--- src/rtl/mem_align_unit_if.sv ---
// Shared widths, memory-type encodings and the MEM-stage/data-memory bus
// seen by the alignment unit.
package mem_align_pkg;
    localparam int DataBusBits    = 64;
    localparam int MemTypeBusBits = 3;
    localparam logic [MemTypeBusBits-1:0] MemTypeB  = 3'd0;
    localparam logic [MemTypeBusBits-1:0] MemTypeH  = 3'd1;
    localparam logic [MemTypeBusBits-1:0] MemTypeW  = 3'd2;
    localparam logic [MemTypeBusBits-1:0] MemTypeD  = 3'd3;
    localparam logic [MemTypeBusBits-1:0] MemTypeBU = 3'd4;
    localparam logic [MemTypeBusBits-1:0] MemTypeHU = 3'd5;
    localparam logic [MemTypeBusBits-1:0] MemTypeWU = 3'd6;
endpackage

interface mem_align_unit_if;
    import mem_align_pkg::*;
    logic                      memRead;
    logic                      memWrite;
    logic [MemTypeBusBits-1:0] memType;
    logic [DataBusBits-1:0]    addr;
    logic [DataBusBits-1:0]    wd;
    logic [DataBusBits-1:0]    rdata;
    logic                      stall;
    logic                      dm_we;
    logic [MemTypeBusBits-1:0] dm_memType;
    logic [DataBusBits-1:0]    dm_addr;
    logic [DataBusBits-1:0]    dm_wd;
    logic [DataBusBits-1:0]    dm_rd;

    modport master (
        output memRead, memWrite, memType, addr, wd, dm_rd,
        input  rdata, stall, dm_we, dm_memType, dm_addr, dm_wd
    );
    modport slave (
        input  memRead, memWrite, memType, addr, wd, dm_rd,
        output rdata, stall, dm_we, dm_memType, dm_addr, dm_wd
    );
endinterface

--- src/rtl/mem_align_unit.sv ---
// Load/store alignment unit: aligned accesses pass through, misaligned ones
// become doubleword reads plus read-modify-write doubleword stores.
module mem_align_unit
    import mem_align_pkg::*;
(
    input  logic               clk,
    input  logic               reset,
    mem_align_unit_if.slave    bus
);
    typedef enum logic [2:0] {IDLE, RD1, WR0, WR1, DONE} state_t;

    state_t                    state_q, state_d;
    logic [MemTypeBusBits-1:0] type_q, type_d;
    logic [2:0]                off_q, off_d;
    logic [DataBusBits-1:0]    wd_q, wd_d;
    logic [60:0]               line_q, line_d;
    logic                      store_q, store_d;
    logic                      cross_q, cross_d;
    logic [DataBusBits-1:0]    buf0_q, buf0_d;
    logic [DataBusBits-1:0]    buf1_q, buf1_d;

    function automatic logic [3:0] size_of(input logic [MemTypeBusBits-1:0] t);
        unique case (t)
            MemTypeH, MemTypeHU: size_of = 4'd2;
            MemTypeW, MemTypeWU: size_of = 4'd4;
            MemTypeD:            size_of = 4'd8;
            default:             size_of = 4'd1;
        endcase
    endfunction

    function automatic logic [63:0] mask_of(input logic [MemTypeBusBits-1:0] t);
        unique case (t)
            MemTypeH, MemTypeHU: mask_of = 64'h0000_0000_0000_FFFF;
            MemTypeW, MemTypeWU: mask_of = 64'h0000_0000_FFFF_FFFF;
            MemTypeD:            mask_of = '1;
            default:             mask_of = 64'h0000_0000_0000_00FF;
        endcase
    endfunction

    logic [3:0]   in_size;
    logic [2:0]   in_off;
    logic         req;
    logic         misal;
    logic         in_cross;
    logic [63:0]  line0;
    logic [63:0]  line1;
    logic [6:0]   sh;
    logic [127:0] cat;
    logic [127:0] bmask;
    logic [127:0] wshift;
    logic [127:0] merged;
    logic [127:0] lshift;
    logic [63:0]  low;
    logic [63:0]  load_ext;

    always_comb begin
        in_size  = size_of(bus.memType);
        in_off   = bus.addr[2:0];
        req      = bus.memRead | bus.memWrite;
        // size is a power of two, so (size-1) masks off mod size; D gives 3'b111
        misal    = req & ((in_off & (in_size[2:0] - 3'd1)) != 3'd0);
        in_cross = ({1'b0, in_off} + in_size) > 4'd8;
        line0    = {line_q, 3'b000};
        line1    = line0 + 64'd8;
        sh       = {off_q, 3'b000};
        cat      = {buf1_q, buf0_q};
        bmask    = {64'd0, mask_of(type_q)} << sh;
        wshift   = {64'd0, wd_q} << sh;
        merged   = (cat & ~bmask) | (wshift & bmask);
        lshift   = cat >> sh;
        low      = lshift[63:0];
        unique case (type_q)
            MemTypeH:  load_ext = {{48{low[15]}}, low[15:0]};
            MemTypeHU: load_ext = {48'd0, low[15:0]};
            MemTypeW:  load_ext = {{32{low[31]}}, low[31:0]};
            MemTypeWU: load_ext = {32'd0, low[31:0]};
            default:   load_ext = low;
        endcase
    end

    always_comb begin
        state_d        = state_q;
        type_d         = type_q;
        off_d          = off_q;
        wd_d           = wd_q;
        line_d         = line_q;
        store_d        = store_q;
        cross_d        = cross_q;
        buf0_d         = buf0_q;
        buf1_d         = buf1_q;
        bus.stall      = 1'b0;
        bus.dm_we      = bus.memWrite;
        bus.dm_memType = bus.memType;
        bus.dm_addr    = bus.addr;
        bus.dm_wd      = bus.wd;
        bus.rdata      = bus.dm_rd;
        unique case (state_q)
            IDLE: begin
                if (misal) begin
                    bus.stall      = 1'b1;
                    bus.dm_we      = 1'b0;
                    bus.dm_memType = MemTypeD;
                    bus.dm_addr    = {bus.addr[63:3], 3'b000};
                    buf0_d         = bus.dm_rd;
                    type_d         = bus.memType;
                    off_d          = in_off;
                    wd_d           = bus.wd;
                    line_d         = bus.addr[63:3];
                    store_d        = bus.memWrite;
                    cross_d        = in_cross;
                    if (in_cross)         state_d = RD1;
                    else if (bus.memWrite) state_d = WR0;
                    else                  state_d = DONE;
                end
            end
            RD1: begin
                bus.stall      = 1'b1;
                bus.dm_we      = 1'b0;
                bus.dm_memType = MemTypeD;
                bus.dm_addr    = line1;
                buf1_d         = bus.dm_rd;
                state_d        = store_q ? WR0 : DONE;
            end
            WR0: begin
                bus.stall      = 1'b1;
                bus.dm_we      = 1'b1;
                bus.dm_memType = MemTypeD;
                bus.dm_addr    = line0;
                bus.dm_wd      = merged[63:0];
                state_d        = cross_q ? WR1 : DONE;
            end
            WR1: begin
                bus.stall      = 1'b1;
                bus.dm_we      = 1'b1;
                bus.dm_memType = MemTypeD;
                bus.dm_addr    = line1;
                bus.dm_wd      = merged[127:64];
                state_d        = DONE;
            end
            DONE: begin
                bus.dm_we      = 1'b0;
                bus.dm_memType = MemTypeD;
                bus.dm_addr    = line0;
                bus.rdata      = store_q ? 64'd0 : load_ext;
                state_d        = IDLE;
            end
            default: state_d = IDLE;
        endcase
        if (reset) begin
            state_d   = IDLE;
            type_d    = '0;
            off_d     = '0;
            wd_d      = '0;
            line_d    = '0;
            store_d   = 1'b0;
            cross_d   = 1'b0;
            buf0_d    = '0;
            buf1_d    = '0;
            bus.stall = 1'b0;
            bus.dm_we = 1'b0;
            bus.rdata = '0;
        end
    end

    always_ff @(posedge clk) begin
        state_q <= state_d;
        type_q  <= type_d;
        off_q   <= off_d;
        wd_q    <= wd_d;
        line_q  <= line_d;
        store_q <= store_d;
        cross_q <= cross_d;
        buf0_q  <= buf0_d;
        buf1_q  <= buf1_d;
    end
endmodule
--- src/flat_wrapper.sv ---
// flat-port wrapper written by rule: the top's interface ports become plain ports
module mem_align_unit_flat import mem_align_pkg::*;
  (clk, reset, bus_memRead, bus_memWrite, bus_memType, bus_addr, bus_wd, bus_dm_rd, bus_rdata, bus_stall, bus_dm_we, bus_dm_memType, bus_dm_addr, bus_dm_wd);
  mem_align_unit_if bus_i ();
  input  logic clk;
  input  logic reset;
  input wire logic [$bits(bus_i.memRead)-1:0] bus_memRead;
  input wire logic [$bits(bus_i.memWrite)-1:0] bus_memWrite;
  input wire logic [$bits(bus_i.memType)-1:0] bus_memType;
  input wire logic [$bits(bus_i.addr)-1:0] bus_addr;
  input wire logic [$bits(bus_i.wd)-1:0] bus_wd;
  input wire logic [$bits(bus_i.dm_rd)-1:0] bus_dm_rd;
  output wire logic [$bits(bus_i.rdata)-1:0] bus_rdata;
  output wire logic [$bits(bus_i.stall)-1:0] bus_stall;
  output wire logic [$bits(bus_i.dm_we)-1:0] bus_dm_we;
  output wire logic [$bits(bus_i.dm_memType)-1:0] bus_dm_memType;
  output wire logic [$bits(bus_i.dm_addr)-1:0] bus_dm_addr;
  output wire logic [$bits(bus_i.dm_wd)-1:0] bus_dm_wd;
  assign bus_i.memRead = bus_memRead;
  assign bus_i.memWrite = bus_memWrite;
  assign bus_i.memType = bus_memType;
  assign bus_i.addr = bus_addr;
  assign bus_i.wd = bus_wd;
  assign bus_i.dm_rd = bus_dm_rd;
  assign bus_rdata = bus_i.rdata;
  assign bus_stall = bus_i.stall;
  assign bus_dm_we = bus_i.dm_we;
  assign bus_dm_memType = bus_i.dm_memType;
  assign bus_dm_addr = bus_i.dm_addr;
  assign bus_dm_wd = bus_i.dm_wd;
  mem_align_unit u_core (.clk(clk), .reset(reset), .bus(bus_i));
endmodule
--- config.mk ---
export PLATFORM = sky130hd
export DESIGN_NAME = mem_align_unit_flat
export DESIGN_NICKNAME = d
export VERILOG_FILES = /design/src/rtl/mem_align_unit_if.sv /design/src/rtl/mem_align_unit.sv /design/src/flat_wrapper.sv
export SDC_FILE = /design/constraint.sdc
export NUM_CORES = 1
export LEC_CHECK = 0
export CELL_PAD_IN_SITES_DETAIL_PLACEMENT = 0
export CELL_PAD_IN_SITES_GLOBAL_PLACEMENT = 1
export CORE_MARGIN = 10
export CORE_UTILIZATION = 25
export CTS_CLUSTER_SIZE = 28
export DETAILED_ROUTE_END_ITERATION = 7
export GPL_ROUTABILITY_DRIVEN = 1
export HOLD_SLACK_MARGIN = 0.1
export PLACE_DENSITY_LB_ADDON = 0.1
export SLEW_MARGIN = 20
export SYNTH_ARGS = -nofsm -noshare
export SYNTH_HDL_FRONTEND = slang
export SYNTH_SLANG_ARGS = --single-unit
--- constraint.sdc ---
create_clock -name clk -period 4.5 [get_ports clk]
set_clock_uncertainty 0.05 [all_clocks]
set_input_delay 0.45 -clock clk [delete_from_list [all_inputs] [get_ports clk]]
set_output_delay 0.45 -clock clk [all_outputs]
set_load 0.01 [all_outputs]
Word-level counts from Yosys, hierarchy flattened
Cells that the tools add are included.
{ "op_classes": {"mux": 23, "eq_ne": 15, "reduce_logical": 13, "order_cmp": 1, "bitwise_logic": 7, "addsub": 3, "shift": 3} }
{ "op_table": {"columns": ["op", "count"], "rows": [
  ["$pmux 64 s3", 2],
  ["$and 128x128->128", 2],
  ["$pmux 64 s4", 1],
  ["$shl 64x6->128", 2],
  ["$mux 64", 3],
  ["$not 128->128", 1],
  ["$or 128x128->128", 1],
  ["$pmux 64 s2", 1],
  ["$shr 128x6->64", 1],
  ["$add 64x4->64 const B", 1],
  ["$mux 3", 7],
  ["$eq 3x2->1 const B", 6],
  ["$reduce_or 2->1", 8],
  ["$eq 3x3->1 const B", 5],
  ["$pmux 3 s4", 1],
  ["$pmux 4 s3", 1],
  ["$eq 3x1->1 const B", 3],
  ["$pmux 3 s2", 1],
  ["$add 3x4->4", 1],
  ["$gt 4x4->1 const B", 1],
  ["$mux 1", 4],
  ["$reduce_or 4->1", 1],
  ["$and 3x3->3", 1],
  ["$logic_not 3->1", 1],
  ["other kinds (9)", 9]
]} }
{ "word_totals": {"inputBits": 199, "elab_cells": 74, "regBits": 264, "output_inout_bits": 197} }

Longest topological paths before layout
{ "depth": {"depth_word": 10, "ltp_mapped": 11, "depth_no_buf": 9} }

Worst setup path after synthesis
Ideal clock, no wire load.
{ "synth_path": {"path_type": "register -> output", "start": "register u_core.type_q[0]", "end": "output bus_dm_wd[16]", "path_buffers": 2, "required_ns": 4.000, "setup_slack_ns": 1.844, "stages_incl_launch_ff": 11, "t_arrival_ns": 2.156, "path_cell_list": "dfxtp_1 -> inv_1 -> ha_1 -> clkbuf_1 -> inv_1 -> a31o_2 -> a21oi_1 -> clkbuf_1 -> nor2_1 -> a211oi_1 -> a211o_1"} }
{ "synth_between": {"elab_chain_len": 8, "elab_cells_between_ends": 14, "cone_classes": "eq/ne: 5; shift: 1; mux: 2; bitwise: 4; reduce/logical: 2"} }
{ "synth_lines": {"columns": ["item", "line", "rtl"], "rows": [
  ["start: declaration", "mem_align_unit.sv:13", "logic [MemTypeBusBits-1:0] type_q, type_d;"],
  ["start signal: assignment", "mem_align_unit.sv:167", "type_q <= type_d;"],
  ["$eq 3x2->1 (tied with other cells)", "mem_align_unit.sv:32", "unique case (t)"],
  ["$reduce_or 2->1", "mem_align_unit.sv:32", null],
  ["$pmux 64 s3 (*)", "mem_align_unit.sv:32", null],
  ["$shl 64x6->128 (*)", "mem_align_unit.sv:67", "bmask = {64'd0, mask_of(type_q)} << sh;"],
  ["$not 128->128", "mem_align_unit.sv:69", "merged = (cat & ~bmask) | (wshift & bmask);"],
  ["$and 128x128->128", "mem_align_unit.sv:69", null],
  ["$or 128x128->128 (*)", "mem_align_unit.sv:69", null],
  ["$pmux 64 s2 (*)", "mem_align_unit.sv:97", "unique case (state_q)"],
  ["end: declaration", "flat_wrapper.sv:18", "output wire logic [$bits(bus_i.dm_wd)-1:0] bus_dm_wd;"]
]} }
Mark *: on every way between the ends. The rest lies on a longest branch, timed or not.

Final worst setup path
{ "layout_path": {"start": "register u_core.off_q[0]", "end": "output bus_dm_wd[60]"} }
{ "layout_between": {"elab_chain_len": 5, "elab_cells_between_ends": 7, "cone_classes": "shift: 2; mux: 1; bitwise: 4"} }
{ "layout_lines": {"columns": ["item", "line", "rtl"], "rows": [
  ["start: declaration", "mem_align_unit.sv:14", "logic [2:0] off_q, off_d;"],
  ["start signal: assignment", "mem_align_unit.sv:168", "off_q <= off_d;"],
  ["$shl 64x6->128", "mem_align_unit.sv:67", null],
  ["$not 128->128", "mem_align_unit.sv:69", null],
  ["$and 128x128->128", "mem_align_unit.sv:69", null],
  ["$or 128x128->128 (*)", "mem_align_unit.sv:69", null],
  ["$pmux 64 s2 (*)", "mem_align_unit.sv:97", null]
]} }
Marks and branches as above.

==> results.md <==
* Antenna Violating Nets Remaining at 0
* Clk_lat worst skew at 0.57 ns
* RSZ-0062 raised after global routing: no
* Number of instances in the synthesized netlist at ~2,900
* Global placer's final weighted congestion at around 0.98
* Worst-case hold slack at around 0.28 ns
* Worst-case clock buffer depth at 3
* Site row count at 106
* Total die area at approximately 97,000 sq um
* Fraction of the yosys area taken by sequential cells at between 20% and 30%
* Leakage component of the power at approximately 9.5 nW
* FF+latch count, synth at about 260
* Area inside the core boundary at 83,800 sq um
* Proportion of synthesized flip-flops having asynchronous set or reset at 0%
* Number of enable flip-flop cells after synthesis at 0
* Average footprint of a synthesized cell at 7.33 sq um
* Fill count at between 8,000 and 9,000
* Detailed Route Iter0 Violations at 2,223
* Data arrival time of the critical path at about 4 ns
* Share of layout cells above drive strength 1 at 11.7%
* Routed wire length per instance at ~32 um
* Number of maximum-capacitance violations at 0
* Clock period minus final worst setup slack at around 4.4 ns
* Count of input and output buffers at a little under 400
* Highest fanout seen on the critical path at 33
* Start-to-end type of the worst setup path: flip-flop to output port
* Starting Density at approximately 25%
* Number of nets at the end of the flow at about 3,400
* Cell area after synthesis at roughly 21,000 sq um
* Combined global-route utilization of all metal layers at approximately a quarter
* Die height at around 310 um
* Yosys Warn Count at 0
* Most frequent cells in the layout: 730 x sky130_fd_sc_hd__nand2_1, 394 x sky130_fd_sc_hd__clkdlybuf4s50_1, 382 x sky130_fd_sc_hd__a21oi_1, 258 x sky130_fd_sc_hd__dfxtp_1, 172 x sky130_fd_sc_hd__mux2i_1
* Final count of pins violating max slew at 0
* Number of buffers added for setup after CTS at 0
* Number of global-route vias before repair at ~24,000
* Commonest non-fill, non-tap cell in the layout: sky130_fd_sc_hd__nand2_1
* Vias after detailed routing at between 20,000 and 25,000
* Final setup violating endpoints at 0
* Type of the most critical hold path: input port to flip-flop
* GR Overflow Total at 0
* Number of H-tree levels at 2
* Max transition margin at between 30% and 40%
* Max rail drop VDD at about 0.23 mV
* Outcome: complete, no violations
* CTS tree: yes
* Achievable frequency at 0.228 GHz
* Final hold viol count at 0
* Horizontal die dimension at ~310 um
* Worst endpoint required time at approximately 4.0 ns
* Ports placed on the boundary at approximately 400
* Pwr dens at 325 nW/um^2
* Initial antenna violation count at 5
* Final standard cell utilization of the core at roughly 33%
* Via/cell ratio at roughly 5.6
* Critical Path End Type: output port
* Pre-antenna DRT Iters at 5
* Share of the cycle needed by the critical path after routing at between 90% and 100%
* Final total negative setup slack at 0 ns
* Net count after synthesis at 3,098
* Num CTS Buffers at 37
* Buffer cell driving the clock tree root: sky130_fd_sc_hd__clkbuf_16
* DRC violations left at 0
* Transition time of the tightest slew-check pin at 1.01 ns
* Post-synthesis to final-layout area growth at 30.6%
* Synth cell types at 74
* Element type at the critical path start: flip-flop
* First-pass GRT wire length at about 190,000 um
* TritonCTS sink count at 264
* Ys flop type: sky130_fd_sc_hd__dfxtp_1
* Clock transition at the registers of the reported paths at approximately 0.06 ns
* HPWL Detailed at roughly 110,000 um
* Largest net degree at the start of global routing at 72
* Detailed Route WL at about 140,000 um
[worst max-delay path, cell delays in order (launching register included)]
cell and delay [ns]:
sky130_fd_sc_hd__dfxtp_4 0.69, sky130_fd_sc_hd__buf_4 0.31, sky130_fd_sc_hd__mux2i_1 0.19, sky130_fd_sc_hd__mux2i_1 0.81, sky130_fd_sc_hd__mux2i_1 0.23, sky130_fd_sc_hd__nand2_1 0.13, sky130_fd_sc_hd__o211ai_1 0.11, sky130_fd_sc_hd__a21oi_1 0.15
sky130_fd_sc_hd__clkdlybuf4s50_1 0.64
[cells by family after synthesis]
logic type | count (synthesis) | share of synthesized area, %
compound gates | 872 | 25.6
xor+xnor | 46 | 1.90
fa+ha+maj | 10 | 0.626
buf+inv | 324 | 6.30
flops | 264 | 25.0
mux | 321 | 19.5
simple gates | 1052 | 21.1
[state kept, by name (all words and copies together) (netlist names)]
| signal | count |
|---|---|
| u_core.store_q | 1 |
| u_core.buf1_q | 64 |
| u_core.wd_q | 64 |
| u_core.line_q | 61 |
| u_core.off_q | 3 |
| u_core.cross_q | 1 |
| u_core.state_q | 3 |
| u_core.type_q | 3 |
| u_core.buf0_q | 64 |
[timing repair]
action / 4_1_cts / 5_1_grt
setup endpoints to repair: 0 / 8
resized for setup: 0 / 2
hold buffers: 0 / 0
[Yosys cell counts (7+ instances only)]
cell / n / area (sq um)
sky130_fd_sc_hd__o211ai_1: 38 / 285
sky130_fd_sc_hd__a211o_1: 15 / 131
sky130_fd_sc_hd__xnor2_1: 33 / 289
sky130_fd_sc_hd__and3_1: 7 / 43.8
sky130_fd_sc_hd__o221ai_1: 48 / 420
sky130_fd_sc_hd__o21ai_0: 164 / 821
sky130_fd_sc_hd__nor3_1: 26 / 130
sky130_fd_sc_hd__o22ai_1: 15 / 93.8
sky130_fd_sc_hd__buf_2: 71 / 355
sky130_fd_sc_hd__nand4_1: 11 / 68.8
sky130_fd_sc_hd__buf_1: 23 / 86.3
sky130_fd_sc_hd__nand3_1: 33 / 165
sky130_fd_sc_hd__o21a_1: 7 / 52.6
sky130_fd_sc_hd__xor2_1: 13 / 114
sky130_fd_sc_hd__ha_1: 9 / 113
sky130_fd_sc_hd__nor2_1: 149 / 559
sky130_fd_sc_hd__mux4_2: 65 / 1460
sky130_fd_sc_hd__dfxtp_1: 264 / 5290
sky130_fd_sc_hd__a211oi_1: 11 / 82.6
sky130_fd_sc_hd__a22oi_1: 77 / 578
sky130_fd_sc_hd__inv_1: 40 / 150
sky130_fd_sc_hd__nand2_1: 733 / 2750
sky130_fd_sc_hd__a22o_1: 19 / 166
sky130_fd_sc_hd__mux2_2: 84 / 946
sky130_fd_sc_hd__a221o_1: 52 / 521
sky130_fd_sc_hd__or2_2: 8 / 50.1
sky130_fd_sc_hd__a31oi_1: 9 / 56.3
sky130_fd_sc_hd__clkbuf_1: 180 / 676
sky130_fd_sc_hd__mux2i_1: 172 / 1720
sky130_fd_sc_hd__a21oi_1: 384 / 1920
sky130_fd_sc_hd__or3_1: 26 / 163
sky130_fd_sc_hd__nor2b_1: 11 / 68.8
[routing by layer]
metal / vias to the layer above / share of wire, % / GRT usage, %
met5: - / 0.022 / 0
met3: 178 / 5.7 / 3.88
li1: 10884 / - / -
met2: 1036 / 48 / 45.8
met4: 4 / 3.8 / 9.65
met1: 12085 / 42 / 33.5
[area by class of cell]
cell class | instances | area, sq um | area share (%)
flip-flops and latches | 264 | 5310 | 19.2
clock inverters | 15 | 184 | 0.665
multi-input cells | 2302 | 14600 | 52.9
inverters | 41 | 154 | 0.556
clock buffers | 50 | 1050 | 3.78
diodes | 2 | 5.00 | 0.0181
repair buffers | 500 | 4910 | 17.7
well taps | 1134 | 1420 | 5.13
[power breakdown]
part,switching [W],internal (W)
Clock,0.00126,0.00181
Sequential,0.000392,0.00251
Combinational,0.00176,0.00127
Total,0.00340,0.00559
[through the flow]
stage	instance area (sq um)	power (W)	std cells	worst slack, ns
floorplan	21200	0.00430	2889	1.84
global placement	26400	0.00595	4240	0.761
detailed placement	26400	0.00595	4240	0.705
CTS	27600	0.00905	4305	0.0800
global route	27700	0.00935	4306	0.0136
finish	27700	0.00899	4308	0.109
[worst paths after layout]
kind	cells past startpoint	start	slack, ns	end
max	8	u_core.off_q[0]	0.11	bus_dm_wd[60]
min	2	reset	0.28	u_core.buf0_q[39]
max reg2reg	8	u_core.state_q[1]	1.33	u_core.off_q[0]
min reg2reg	2	u_core.buf1_q[58]	0.41	u_core.buf1_q[58]
(Power assumes the default switching activity.)
